--- src/rtl/pipeline_types.sv ---
// Shared types for the pipeline sequencing controller:
// FSM state codes and the per-register stall bundle.
package pipeline_types;

   typedef enum logic [1:0] {
      ST_RUN      = 2'd0,
      ST_MEM_WAIT = 2'd1,
      ST_DRAIN    = 2'd2,
      ST_HALT     = 2'd3
   } pipe_ctrl_state_t;

   typedef struct packed {
      logic stall_if;
      logic stall_id;
      logic stall_ex;
      logic stall_mem;
   } pipe_stall_t;

   localparam pipe_stall_t STALL_NONE = pipe_stall_t'(4'b0000);
   localparam pipe_stall_t STALL_ALL  = pipe_stall_t'(4'b1111);
   localparam pipe_stall_t STALL_FE   = pipe_stall_t'(4'b1100);
   localparam pipe_stall_t STALL_IF   = pipe_stall_t'(4'b1000);

endpackage

--- src/rtl/hazard_detect.sv ---
// Load-use comparator: EX load writing a register the ID
// instruction reads. x0 never creates a dependency.
module hazard_detect #(
   parameter int RegAddrWidth = 5
) (
   input  logic [RegAddrWidth-1:0] id_rs1_addr,
   input  logic [RegAddrWidth-1:0] id_rs2_addr,
   input  logic [RegAddrWidth-1:0] ex_rd_addr,
   input  logic                    ex_valid,
   input  logic                    ex_is_load,
   output logic                    load_use
);

   logic rd_nz;
   logic rd_hit;

   assign rd_nz  = |ex_rd_addr;
   assign rd_hit = (ex_rd_addr == id_rs1_addr) |
                   (ex_rd_addr == id_rs2_addr);

   assign load_use = ex_valid & ex_is_load & rd_nz & rd_hit;

endmodule

--- src/rtl/pipe_ctrl.sv ---
// Stall/flush/bubble owner for the five-stage pipe.
// Optional perf counters: define PIPE_CTRL_PERF_EN.
module pipe_ctrl
   import pipeline_types::*;
#(
   parameter int DrainDepth   = 3,
   parameter int RegAddrWidth = 5
) (
   input  logic                    iClk,
   input  logic                    nRst,
   input  logic                    iEn,
   input  logic [RegAddrWidth-1:0] iIdRs1Addr,
   input  logic [RegAddrWidth-1:0] iIdRs2Addr,
   input  logic [RegAddrWidth-1:0] iExRdAddr,
   input  logic                    iExValid,
   input  logic                    iExIsLoad,
   input  logic                    iBrTrue,
   input  logic                    iJump,
   input  logic                    iSysCall,
   input  logic                    iMemReq,
   input  logic                    iMemAck,
   input  logic                    iResume,
   output logic                    oStallIF,
   output logic                    oStallID,
   output logic                    oStallEX,
   output logic                    oStallMem,
   output logic                    oFlushIF,
   output logic                    oBubbleEX,
   output logic                    oHalted,
`ifdef PIPE_CTRL_PERF_EN
   output logic [31:0]             oStallCycles,
   output logic [31:0]             oFlushCount,
`endif
   output logic [1:0]              oState
);

   localparam int CW = $clog2(DrainDepth + 1);

   pipe_ctrl_state_t state, state_n;
   logic [CW-1:0]    cnt, cnt_n;
   pipe_stall_t      stall;
   logic             flush, bubble;
   logic             load_use, req_stall;

   hazard_detect #(.RegAddrWidth(RegAddrWidth)) u_hazard (
      .id_rs1_addr (iIdRs1Addr),
      .id_rs2_addr (iIdRs2Addr),
      .ex_rd_addr  (iExRdAddr),
      .ex_valid    (iExValid),
      .ex_is_load  (iExIsLoad),
      .load_use    (load_use)
   );

   assign req_stall = iMemReq & ~iMemAck;

   always_ff @(posedge iClk or negedge nRst) begin
      if (!nRst) begin
         state <= ST_RUN;
         cnt   <= '0;
      end else begin
         state <= state_n;
         cnt   <= cnt_n;
      end
   end

   always_comb begin
      state_n = state;
      cnt_n   = cnt;
      stall   = STALL_NONE;
      flush   = 1'b0;
      bubble  = 1'b0;
      if (!iEn) begin
         stall = STALL_ALL;
      end else begin
         unique case (state)
            ST_RUN: begin
               if (req_stall) begin
                  stall   = STALL_ALL;
                  state_n = ST_MEM_WAIT;
               end else if (load_use) begin
                  stall  = STALL_FE;
                  bubble = 1'b1;
               end else if (iSysCall) begin
                  stall   = STALL_IF;
                  flush   = 1'b1;
                  cnt_n   = CW'(DrainDepth);
                  state_n = ST_DRAIN;
               end else if (iBrTrue | iJump) begin
                  flush = 1'b1;
               end
            end
            ST_MEM_WAIT: begin
               if (!iMemAck) stall = STALL_ALL;
               else          state_n = ST_RUN;
            end
            ST_DRAIN: begin
               // A memory stall freezes the drain without losing count.
               if (req_stall) begin
                  stall = STALL_ALL;
               end else begin
                  stall  = STALL_IF;
                  flush  = 1'b1;
                  bubble = 1'b1;
                  cnt_n  = cnt - CW'(1);
                  if (cnt == CW'(1)) state_n = ST_HALT;
               end
            end
            ST_HALT: begin
               stall  = STALL_FE;
               bubble = 1'b1;
               if (iResume) state_n = ST_RUN;
            end
         endcase
      end
   end

   assign oStallIF  = nRst & stall.stall_if;
   assign oStallID  = nRst & stall.stall_id;
   assign oStallEX  = nRst & stall.stall_ex;
   assign oStallMem = nRst & stall.stall_mem;
   assign oFlushIF  = nRst & flush;
   assign oBubbleEX = nRst & bubble;
   assign oHalted   = (state == ST_HALT);
   assign oState    = state;

`ifdef PIPE_CTRL_PERF_EN
   always_ff @(posedge iClk or negedge nRst) begin
      if (!nRst) begin
         oStallCycles <= '0;
         oFlushCount  <= '0;
      end else begin
         if (iEn && oStallID)
            oStallCycles <= oStallCycles + 32'd1;
         if (oFlushIF && state == ST_RUN)
            oFlushCount <= oFlushCount + 32'd1;
      end
   end
`endif

endmodule

--- config.mk ---
export PLATFORM = sky130hd
export DESIGN_NAME = pipe_ctrl
export DESIGN_NICKNAME = d
export VERILOG_FILES = /design/src/rtl/pipeline_types.sv /design/src/rtl/hazard_detect.sv /design/src/rtl/pipe_ctrl.sv
export SDC_FILE = /design/constraint.sdc
export NUM_CORES = 1
export LEC_CHECK = 0
export CAP_MARGIN = 15
export CORE_MARGIN = 5
export CORE_UTILIZATION = 30
export CTS_BUF_LIST = sky130_fd_sc_hd__clkbuf_8
export CTS_CLUSTER_DIAMETER = 150
export DETAILED_ROUTE_END_ITERATION = 10
export MAX_ROUTING_LAYER = met4
export PLACE_DENSITY_LB_ADDON = 0.08
export SLEW_MARGIN = 10
export SYNTH_ARGS = -nofsm -noshare
export SYNTH_HDL_FRONTEND = slang
export SYNTH_SLANG_ARGS = --single-unit
--- constraint.sdc ---
create_clock -name iClk -period 1.46 [get_ports iClk]
set_input_delay 0.146 -clock iClk [delete_from_list [all_inputs] [get_ports iClk]]
set_output_delay 0.146 -clock iClk [all_outputs]
set_load 0.01 [all_outputs]
==> results.tsv, run 1 <==
metric	value	unit
fin_crit	1.61	ns
cp-end-kind	output pin	
worst_pin_slew	0.240	ns
r2r_end	cnt[1]	
power_frac_seq	0.166	
ir_worst_vdd	0.000465	V
crit_path_cell_trace	buf_6 -> nor2b_4 -> and2_4 -> nand3_2 -> a31oi_1 -> buf_2	
synth_top_area_share	0.190	
crit_buf_inv	2	
synth_edf_count	0	
place_congestion	0.841	
reg2reg_depth	8	
globalRoute.totalOverflow	0	
rr_startpoint	oState[0]	
cts_tree	built	
syn_area_per_cell	7.75	µm²
yosys-top-cells-count	xnor2_1, dfrtp_1, nor2_1	
fp.dieW	51.9	µm
post_dp_cell_area	1030	µm²
multiInputGateArea	459	µm²
grt_pass1_wl	3260	µm
intPower	0.868	mW
synth_warnings	0	
slew_viol_final	0	
cp.arrival	1.46	ns
final_antenna_net_count	0	
firstDrtPassIters	4	
crit_family	flip-flops	
synth.distinct_cells	33	
die_y	51.9	µm
p_sw_frac	0.377	
synthesis.instances	68	
period_share	1.10	
dp.cells	137	
relSlewSlack	0.839	
synth.most_common_cell	xnor2_1	
wl_met1	865	µm
hp-class	input pin to asynchronous set/reset pin	
remaining_drc_errors	0	
final_cells	149	
violations	negative setup slack	
fin_skew	0.00461	ns
synthToLayoutAreaGrowth	127	%
synth_area_leaders	dfrtp_1, xnor2_1, o211ai_1	
ys_ff_latch	4	
post_drt_wl_per_cell	15.3	µm
reg2reg_slack	-0.08	ns
post-dp-hpwl	1640	µm
clk_pin_slew	0.03	ns
viasPerCell	5.36	
htree_num_levels	1	
worstPathRequired	1.31	ns
routed_wl	2280	µm
post-route-util	0.707	
die_area	2690	µm²
seq_area	101	µm²
n_antenna_cell	0	
synth_nets	95	
dr_wl_met3	142	µm
setup_viol	7	
io_pins	35	
net-switching-power	0.526	mW
n_fill_cell	144	
max_cap_violations	0	
power.clock.fraction	0.169	
synthFlopType	dfrtp_1	
holdWs	0.349	ns
grt_max_degree	9	
path_max_fanout	4	
initial_core_util	0.312	
clockBufferDepth	2	
p_leak	0.574	nW
clock-sinks	4	
nNetsFinal	161	
core	1690	µm²
grt_usage	0.171	
start_kind	register	
vias	799	
layout_setup_ws	-0.145	ns
hold_violations	0	
cts_inserted_buffers	3	
cpMaxStageDelayCell	dfrtp_2	
antenna_found_initial	0	
outcome	complete, but fails checks	
crit_start	oState[0]	
cts_hold_buf	0	
drt_iter0_drc	14	
max_freq	623	MHz
powerDensity	1170	nW/µm²
std_cell_rows	15	
portBuffers	34	
comb_power_share	0.665	
stdcell_area	1190	µm²
drive_gt1_frac	0.432	
met2_length	1200	µm
synth_top_area_cell	dfrtp_1	
clock_latency	0.22	ns
ys_seq_area_frac	0.190	
grt_pass1_vias	780	
clockRootBuffer	clkbuf_8	
worstSetupPathType	register to output pin	
rsz0062_at_grt	yes	
synthesis.area	527	µm²
cpPeakStageDelay	0.43	ns
maxUsedRoutingLayer	met4	
async_flop_share	1.00	
==> per-layer routing <==
layer | vias up | global-route usage
met5 | - | -
met4 | 0 | 0.0961
met3 | 8 | 0.0344
met2 | 36 | 0.326
met1 | 371 | 0.156
li1 | 384 | -
==> state kept, by name, summed over array words and instances, names as in the netlist <==
name and cells:
cnt 2, oState 2
==> tightest hold or removal path, cell delays in order <==
cell	delay (ns)
clkdlybuf4s50_1	0.50
buf_6	0.13
buf_4	0.10
==> repair_timing <==
action                     CTS  global route
setup buffers                4             6
pin swaps                   19             7
resized for setup           56            18
setup endpoints to repair   11             8
==> cells in the final DEF, fill, tap and decap left out, types with 2 or more instances in the layout <==
master | netlist | layout
o22ai_1 | 2 | 2
a21oi_1 | 3 | 3
buf_4 | 1 | 27
xnor2_1 | 10 | 10
o211ai_1 | 3 | 3
dlygate4sd2_1 | 0 | 9
and2_4 | 0 | 3
dlymetal6s2s_1 | 0 | 4
a31oi_1 | 3 | 3
inv_1 | 3 | 3
dfrtp_1 | 4 | 3
buf_6 | 0 | 7
nor3_1 | 2 | 2
clkbuf_8 | 0 | 3
nand3_1 | 3 | 2
buf_2 | 1 | 6
clkdlybuf4s50_1 | 0 | 11
nor2_1 | 4 | 3
nand2_1 | 3 | 3
nor2b_1 | 3 | 2
a41oi_2 | 0 | 2
==> cells by family after synthesis <==
family	synth area share
AND/OR/NAND/NOR	0.254
AO/OA/AOI/OAI	0.306
XOR/XNOR	0.166
buffers and inverters	0.0594
flip-flops	0.190
adder cells (fa/ha/maj)	0.0237
==> worst max path at each step <==
stage / end / depth (start not counted)
after floorplan: oStallMem / 5
after global placement: oFlushIF / 5
after detailed placement: oFlushIF / 5
after CTS: oHalted / 3
after global routing: oFlushIF / 6
final: oFlushIF / 6
==> layout make-up <==
cell class / count / area share
clock buffer: 3 / 0.0346
inverter: 3 / 0.00942
tap: 17 / 0.0178
sequential: 4 / 0.0848
multi-input combinational: 57 / 0.384
timing repair buffer: 65 / 0.469
==> per-stage QoR <==
stage	setup WS, ns	total power, mW	TNS [ns]
finish	-0.145	1.39	-0.635
global route	-0.211	1.48	-1.04
CTS	-0.118	1.29	-0.751
detailed placement	-0.829	0.983	-4.69
global placement	-0.818	0.979	-4.60
floorplan	0.00588	0.582	0
==> power groups by stage <==
stage	combinational (mW)	clock, mW	sequential [mW]
floorplan	0.369	0	0.213
global placement	0.754	0	0.225
detailed placement	0.756	0	0.227
CTS	0.829	0.241	0.222
global route	0.997	0.247	0.237
finish	0.928	0.236	0.231
(Power assumes the default switching activity.)
==> inputs of run 2 (changes only) <==
--- a/config.mk
+++ b/config.mk
@@ -12,7 +12,7 @@
 export CTS_CLUSTER_DIAMETER = 150
 export DETAILED_ROUTE_END_ITERATION = 10
 export MAX_ROUTING_LAYER = met4
-export PLACE_DENSITY_LB_ADDON = 0.08
+export PLACE_DENSITY_LB_ADDON = 0.12
 export SLEW_MARGIN = 10
 export SYNTH_ARGS = -nofsm -noshare
 export SYNTH_HDL_FRONTEND = slang
==> results.tsv, run 2 (same netlist as run 1, synthesis figures left out) <==
metric	value	unit
outcome	complete, but fails checks	
violations	negative hold slack, negative setup slack	
pre_cts_slack	-0.786	ns
drive_gt1_frac	0.406	
vias	754	
drt_iter0_drc	6	
viasPerCell	5.20	
routed_wl	1910	µm
antenna_found_initial	0	
initial_core_util	0.312	
cpMaxStageDelayCell	or4_1	
worst_pin_slew	0.235	ns
power_frac_seq	0.186	
fp.dieW	51.9	µm
comb_power_share	0.636	
intPower	0.824	mW
holdWs	-0.00974	ns
seq_area	103	µm²
clockRootBuffer	clkbuf_8	
p_leak	0.544	nW
period_share	1.06	
fin_skew	0.00624	ns
cpPeakStageDelay	0.47	ns
net-switching-power	0.499	mW
core	1690	µm²
remaining_drc_errors	0	
final_cell_mix	buf_4, dlygate4sd2_1, xnor2_1, clkdlybuf4s50_1	
crit_family	simple AND/OR/NAND/NOR gates	
fin_crit	1.55	ns
p_sw_frac	0.377	
synthToLayoutAreaGrowth	119	%
layout.cells.most_common	buf_4	
cts_tree	built	
post_drt_wl_per_cell	13.2	µm
ir_worst_vdd	0.000524	V
max_cap_violations	0	
std_cell_rows	15	
portBuffers	34	
grt_max_degree	9	
cp-end-kind	output pin	
setup_viol	4	
htree_num_levels	1	
globalRoute.totalOverflow	0	
clock-sinks	4	
hp-class	input pin to asynchronous set/reset pin	
hold_violations	3	
die_area	2690	µm²
clock_latency	0.22	ns
multiInputGateArea	450	µm²
cts_inserted_buffers	3	
crit_path_cell_trace	or4_1 -> nand3_1 -> a31oi_1 -> buf_2	
worstSetupPathType	register to output pin	
crit_buf_inv	1	
power.clock.fraction	0.178	
clk_pin_slew	0.04	ns
n_antenna_cell	0	
grt_pass1_wl	3130	µm
post-route-util	0.683	
place_congestion	0.844	
firstDrtPassIters	4	
rsz0062_at_grt	yes	
grt_pass1_vias	748	
relSlewSlack	0.843	
grt_usage	0.158	
slew_viol_final	0	
clockBufferDepth	2	
n_fill_cell	146	
start_kind	register	
final_antenna_net_count	0	
worstPathRequired	1.31	ns
cp.arrival	1.40	ns
die_y	51.9	µm
max_freq	646	MHz
layout_setup_ws	-0.0879	ns
path_max_fanout	4	
post-dp-hpwl	1580	µm
nNetsFinal	157	
powerDensity	1150	nW/µm²
io_pins	35	
-- run 2: cell types whose count changed in the layout (fill, tap and decap cells not counted), sizes merged --
cell / change
buf: -5
clkdlybuf4s50: -3
dlygate4sd2: +3
dlygate4sd3: +1
-- run 2: through the flow --
| stage | instance area, µm² | instances | total power [mW] | TNS, ns | hold WS [ns] |
|---|---|---|---|---|---|
| 2_1_floorplan | 528 | 68 | 0.582 | 0 | -0.150 |
| 3_3_place_gp | 1030 | 137 | 0.982 | -4.61 | 0.487 |
| 3_5_place_dp | 1030 | 137 | 0.992 | -4.66 | 0.467 |
| 4_1_cts | 1090 | 144 | 1.27 | -0.418 | 0.241 |
| 5_1_grt | 1150 | 145 | 1.44 | -0.638 | 0.0175 |
| 6_report | 1150 | 145 | 1.32 | -0.269 | -0.00974 |
-- run 2: power by group through the flow --
stage	logic, mW	clock network (mW)	registers (mW)
global placement	0.762	0	0.221
floorplan	0.369	0	0.213
finish	0.841	0.236	0.246
global route	0.928	0.254	0.255
detailed placement	0.774	0	0.219
CTS	0.800	0.242	0.231
-- run 2: timing repair --
action / 4_1_cts / 5_1_grt
setup buffers: 4 / 0
hold buffers: 0 / 1
pin swaps: 24 / 9
resized for setup: 60 / 17
endpoints found under the setup margin: 12 / 7
hold endpoints to repair: 0 / 1
-- run 2: worst min-delay path, cell delays in order --
cell            delay (ns)
dlymetal6s2s_1        0.13
buf_6                 0.14
buf_4                 0.12
-- run 2: area by class of cell --
type / count / area share
Timing Repair Buffer: 61 / 0.457
Multi-Input combinational cell: 57 / 0.390
Sequential cell: 4 / 0.0889
Clock buffer: 3 / 0.0358
Tap cell: 17 / 0.0184
Inverter: 3 / 0.00976
-- run 2: metal layers --
layer | vias to the layer above | track usage | wire length, µm
li1 | 375 | - | -
met1 | 339 | 0.177 | 796
met2 | 31 | 0.259 | 898
met3 | 9 | 0.0458 | 170
met4 | 0 | 0.0699 | 48
met5 | - | - | 0
-- run 2: final timing paths --
| check | start | end | slack, ns | cells past startpoint |
|---|---|---|---|---|
| worst max-delay path | oState[1] | oFlushIF | -0.09 | 4 |
| worst min-delay path | nRst | oState[1] | -0.01 | 3 |
| worst max register to register | oState[0] | cnt[1] | 0.17 | 5 |
| worst min register to register | cnt[1] | cnt[1] | 0.57 | 2 |
| max in group asynchronous | nRst | oState[0] | 0.93 | 3 |
| min in group iClk | iEn | oState[0] | 0.44 | 4 |
==> RTL change 1 (settings of run 1) <==
Change the parameter `DrainDepth` from 3 to 2.
--- a/src/rtl/pipe_ctrl.sv
+++ b/src/rtl/pipe_ctrl.sv
@@ -4,5 +4,5 @@
    import pipeline_types::*;
 #(
-   parameter int DrainDepth   = 3,
+   parameter int DrainDepth   = 2,
    parameter int RegAddrWidth = 5
 ) (
Check against the original RTL: not equivalent (a bounded check fails within 4 cycles, from zero or initial values and one cycle with nRst low).
==> RTL change 1 against run 1 <==
The run still ends with negative setup slack left; maximum frequency up 1.2%; synthesized cell count down 2.9%; sequential cell count unchanged; register-to-register slack better by 180 ps; power decreased by 0.34%; wire length shrank 7.4%; sequential share of layout area increased by 0.20 points; area after synthesis shrank 2.1%; setup slack better by 19 ps; non-clock buffer count decreased by 6; final area down 2.3%; critical path type unchanged.
==> RTL change 1: results (changes against run 1) <==
[sta]
setup_tns_ps=-456.9  ; was -635.5 ps
worstMarginPinSlew_ps=235.7  ; was 240.4 ps
setup_slack_ps=-126.7  ; was -145.4 ps
fin_skew_ps=0.4951  ; was 4.611 ps
setup_viol=6  ; was 7

[clock_network]
worstSkewPairLatency_ps=220  ; about the same
cts_root_buf=clkbuf_8  ; unchanged
post_cts_resize_count=101  ; was 56
numCtsBuffers=3  ; unchanged
clk_pin_slew_worst_paths_ps=30  ; about the same
cts_setup_buffers=6  ; was 4
cts_buffer_depth=2  ; unchanged

[power]
peakVddDrop_mv=1.017  ; was 0.4651 mV
power_switching_mw=0.5349  ; was 0.5264 mW
leakagePower_nw=0.5161  ; was 0.5744 nW

[route]
drt-initial-drc-count=15  ; was 14
avgViaCountPerCell=5.213  ; was 5.362
drt-wirelength-per-cell_um=14.94  ; was 15.27 µm

[synthesis]
synth_nets=93  ; was 95
seq_area_frac_synth=0.1942  ; was 0.1900
synth-async-reset-ratio=1.000  ; unchanged
synthTopCellsByCount=10 x xnor2_1, 7 x nor2_1, 6 x nand2_1, 5 x nand3_1  ; was 10 x xnor2_1, 4 x dfrtp_1, 4 x nor2_1
synth_cell_types=31  ; was 33
synthTopCellsByArea=dfrtp_1 19%, xnor2_1 17%, nor2_1 5.1%  ; was dfrtp_1 19%, xnor2_1 17%, o211ai_1 4.3%

[place]
hpwl_um=1496  ; was 1644 µm
port_buffers=34  ; unchanged
dpl-instance-area_mm2=0.001006  ; was 0.001033 mm²
place_ws_ps=-875.1  ; was -829.2 ps
gp_congestion=0.7544  ; was 0.8406

[grt]
grt_pass1_vias=719  ; was 780
track_usage=0.1680  ; was 0.1715
grt_pass1_wl_um=3222  ; was 3263 µm
overflow=0  ; unchanged
grt_start_max_net_pins=12  ; was 9

[critical_path]
cp_slowest_cell=dfrtp_1  ; was dfrtp_2
r2r_setup_slack_ps=100  ; was -80 ps
arrival_ps=1440  ; was 1460 ps
crit_family=flip-flops  ; unchanged
cpPeakStageDelay_ps=410  ; was 430 ps
timing.rr.start=oState[0]  ; unchanged
crit_fanout=3  ; was 4
r2r_cells=6  ; was 8

[final_layout]
drive_gt1_frac=0.5565  ; was 0.4318
antennaDiodeCount=0  ; unchanged
area_growth_syn_to_layout_pct=126.5  ; was 126.8%
fillCellCount=136  ; was 144
fin_nets=153  ; was 161

[status]
status=finished with violations  ; unchanged
violations=negative setup slack  ; unchanged

[worst_hold_path]
hp-class=in -> async  ; unchanged

RTL change 1: cell type report:
type                    count  area share
inverters                   4     0.01286
repair buffers             59      0.4159
clock buffers               3     0.03537
flip-flops and latches      4     0.08682
well taps                  17     0.01822
multi-input cells          54      0.4309
RTL change 1: power groups by stage:
stage | sequential (mW) | clock (mW) | combinational [mW]
global placement | 0.223 | 0 | 0.755
global route | 0.243 | 0.257 | 1.01
detailed placement | 0.224 | 0 | 0.768
finish | 0.234 | 0.237 | 0.919
floorplan | 0.221 | 0 | 0.342
CTS | 0.233 | 0.246 | 0.823
RTL change 1: worst max path at each step:
| stage | from | endpoint | slack [ps] |
|---|---|---|---|
| 2_1_floorplan | oState[0] | oStallMem | 40 |
| 6_report | oState[0] | oStallID | -130 |
| 3_3_place_gp | iExRdAddr[0] | oStallID | -840 |
| 5_1_grt | oState[0] | oFlushIF | -200 |
| 3_5_place_dp | iExRdAddr[2] | oStallID | -880 |
| 4_1_cts | iExRdAddr[4] | oFlushIF | -90 |
RTL change 1: layer usage:
| layer | GRT usage | up-vias | wire length (µm) |
|---|---|---|---|
| met1 | 0.1828 | 356 | 813 |
| met4 | 0.07860 | 0 | 6 |
| met2 | 0.2924 | 19 | 1149 |
| li1 | - | 358 | - |
| met5 | - | - | 0 |
| met3 | 0.03207 | 2 | 136 |
RTL change 1: cell families after synthesis:
family / Yosys count / share of synthesized area
xor gates and xnor gates: 10 / 0.1699
and+or+nand+nor: 25 / 0.2427
buffers and inverters: 8 / 0.07038
DFF: 4 / 0.1942
adders and majority gates: 1 / 0.02427
AOI/OAI and AO/OA: 18 / 0.2986
RTL change 1: stage by stage:
step	hold slack (ps)	instances
after floorplan	-149.6	66
final	277.2	141
after CTS	273.5	140
after global placement	496.0	132
after global routing	284.4	141
after detailed placement	505.1	132
==> RTL change 2 (settings of run 1) <==
Made on the original files. Build with the macro `PIPE_CTRL_PERF_EN` defined.
--- a/src/rtl/pipe_ctrl.sv
+++ b/src/rtl/pipe_ctrl.sv
@@ -1,4 +1,6 @@
 // Stall/flush/bubble owner for the five-stage pipe.
 // Optional perf counters: define PIPE_CTRL_PERF_EN.
+`define PIPE_CTRL_PERF_EN
+
 module pipe_ctrl
    import pipeline_types::*;
Check against the original RTL (old outputs only; new: oFlushCount and oStallCycles): equivalent (Yosys induction, for registers that start in step).
==> RTL change 2 against run 1 <==
First-iteration DRC count rose to 7.7 times the old value; setup slack got worse by 320 ps; count of clock-buffer cells in the layout rose by 7; the run still ends with negative setup slack left; critical path type is now reg -> reg; wire length rose to 5.1 times the old value; power rose to 4.9 times the old value; final area rose to 5.8 times the old value; final cell count rose to 4.8 times the old value; global-route usage fell by 0.27 points; sequential cell count rose by 64; clock power rose to 5.9 times the old value; die area rose to 5.1 times the old value; highest routed layer unchanged; area after synthesis rose to 6.6 times the old value; maximum frequency fell by 17%.
==> RTL change 2: results (changes against run 1) <==
[status]
status=finished with violations  ; unchanged
violations=negative setup slack  ; unchanged

[sta]
fin_skew_ps=15.36  ; was 4.611 ps
maxSlewHeadroom=0.3942  ; was 0.8390
setup_slack_ps=-467.4  ; was -145.4 ps
setup_viol=76  ; was 7

[synthesis]
synth_compound_area_frac=0.04776  ; was 0.3064
yosys.area_share.adder=0.01077  ; was 0.02375
synthTopCellsByCount=68 x dfrtp_1, 38 x xor2_1, 34 x xnor2_1, 28 x nand2_1, 21 x nand3_1  ; was 10 x xnor2_1, 4 x dfrtp_1, 4 x nor2_1
synth_xor_area_frac=0.1810  ; was 0.1663
seq_area_frac_synth=0.4883  ; was 0.1900
synth_cell_types=45  ; was 33

[route]
vias=3461  ; was 799
met2_length_um=5506  ; was 1202 µm
wl_met1_um=5497  ; was 865 µm
wl_met3_um=445  ; was 142 µm

[grt]
use_met1=0.2283  ; was 0.1560
met3_usage=0.04133  ; was 0.03438
grt_pass1_vias=3703  ; was 780

[critical_path]
critPathKind=reg -> reg  ; was reg -> out
r2r_cells=6  ; was 8
r2r-end=oStallCycles[30]  ; was cnt[1]

[power]
leakagePower_nw=3.866  ; was 0.5744 nW

[clock_network]
h-tree-depth=3  ; was 1
worstSkewPairLatency_ps=360  ; was 220 ps

[place]
port_buffers=98  ; was 34
gp_congestion=0.7860  ; was 0.8406

## RTL change 2: cell types whose count changed after synthesis, sizes merged, moves of 11 or more
| cell | change |
|---|---|
| xor2 | +38 |
| dfrtp | +64 |
| xnor2 | +24 |
| nand4 | +15 |
| and3 | +11 |
| nand2 | +25 |
| nor4 | +13 |
| nand3 | +19 |
## RTL change 2: per-stage QoR
step / std cells / setup WS [ps] / TNS [ps] / util
3_5_place_dp: 658 / -951.9 / -57020 / 0.4939
3_3_place_gp: 658 / -936.0 / -55350 / 0.4939
6_report: 719 / -467.4 / -23180 / 0.6090
5_1_grt: 719 / -542.5 / -29000 / 0.6090
2_1_floorplan: 330 / -518.5 / -17450 / -
4_1_cts: 704 / -473.3 / -20540 / 0.5664
## RTL change 2: power breakdown
part | internal [mW] | switching [mW]
logic | 1.78 | 1.37
clock network | 0.647 | 0.742
registers | 2.09 | 0.190
total | 4.52 | 2.31
## RTL change 2: logic make-up after synthesis
kind of cell | after synthesis
mux | 3
fa+ha+maj | 3
compound gates | 22
buf+inv | 13
xor+xnor | 72
flops | 68
simple gates | 149
## RTL change 2: timing repair
action | CTS | global route
buffers inserted | 25 | 21
cloned | 5 | 0
endpoints found under the setup margin | 134 | 85
pin swaps | 91 | 50
gates resized for setup | 244 | 90
## RTL change 2: cell type report
| cell class | count | share of cell area |
|---|---|---|
| multi-input combinational | 249 | 0.3793 |
| timing repair buffer | 241 | 0.3228 |
| inverter | 2 | 0.001799 |
| tap | 143 | 0.02573 |
| clock inverter | 6 | 0.005038 |
| clock buffer | 10 | 0.01979 |
| sequential | 68 | 0.2456 |
## RTL change 2: critical path, stage by stage, from the launching register on
cell	delay (ps)
dfrtp_1	360
and4_4	260
nand3_4	80
or3_4	400
or3_4	390
nor4b_4	230
xor2_1	160
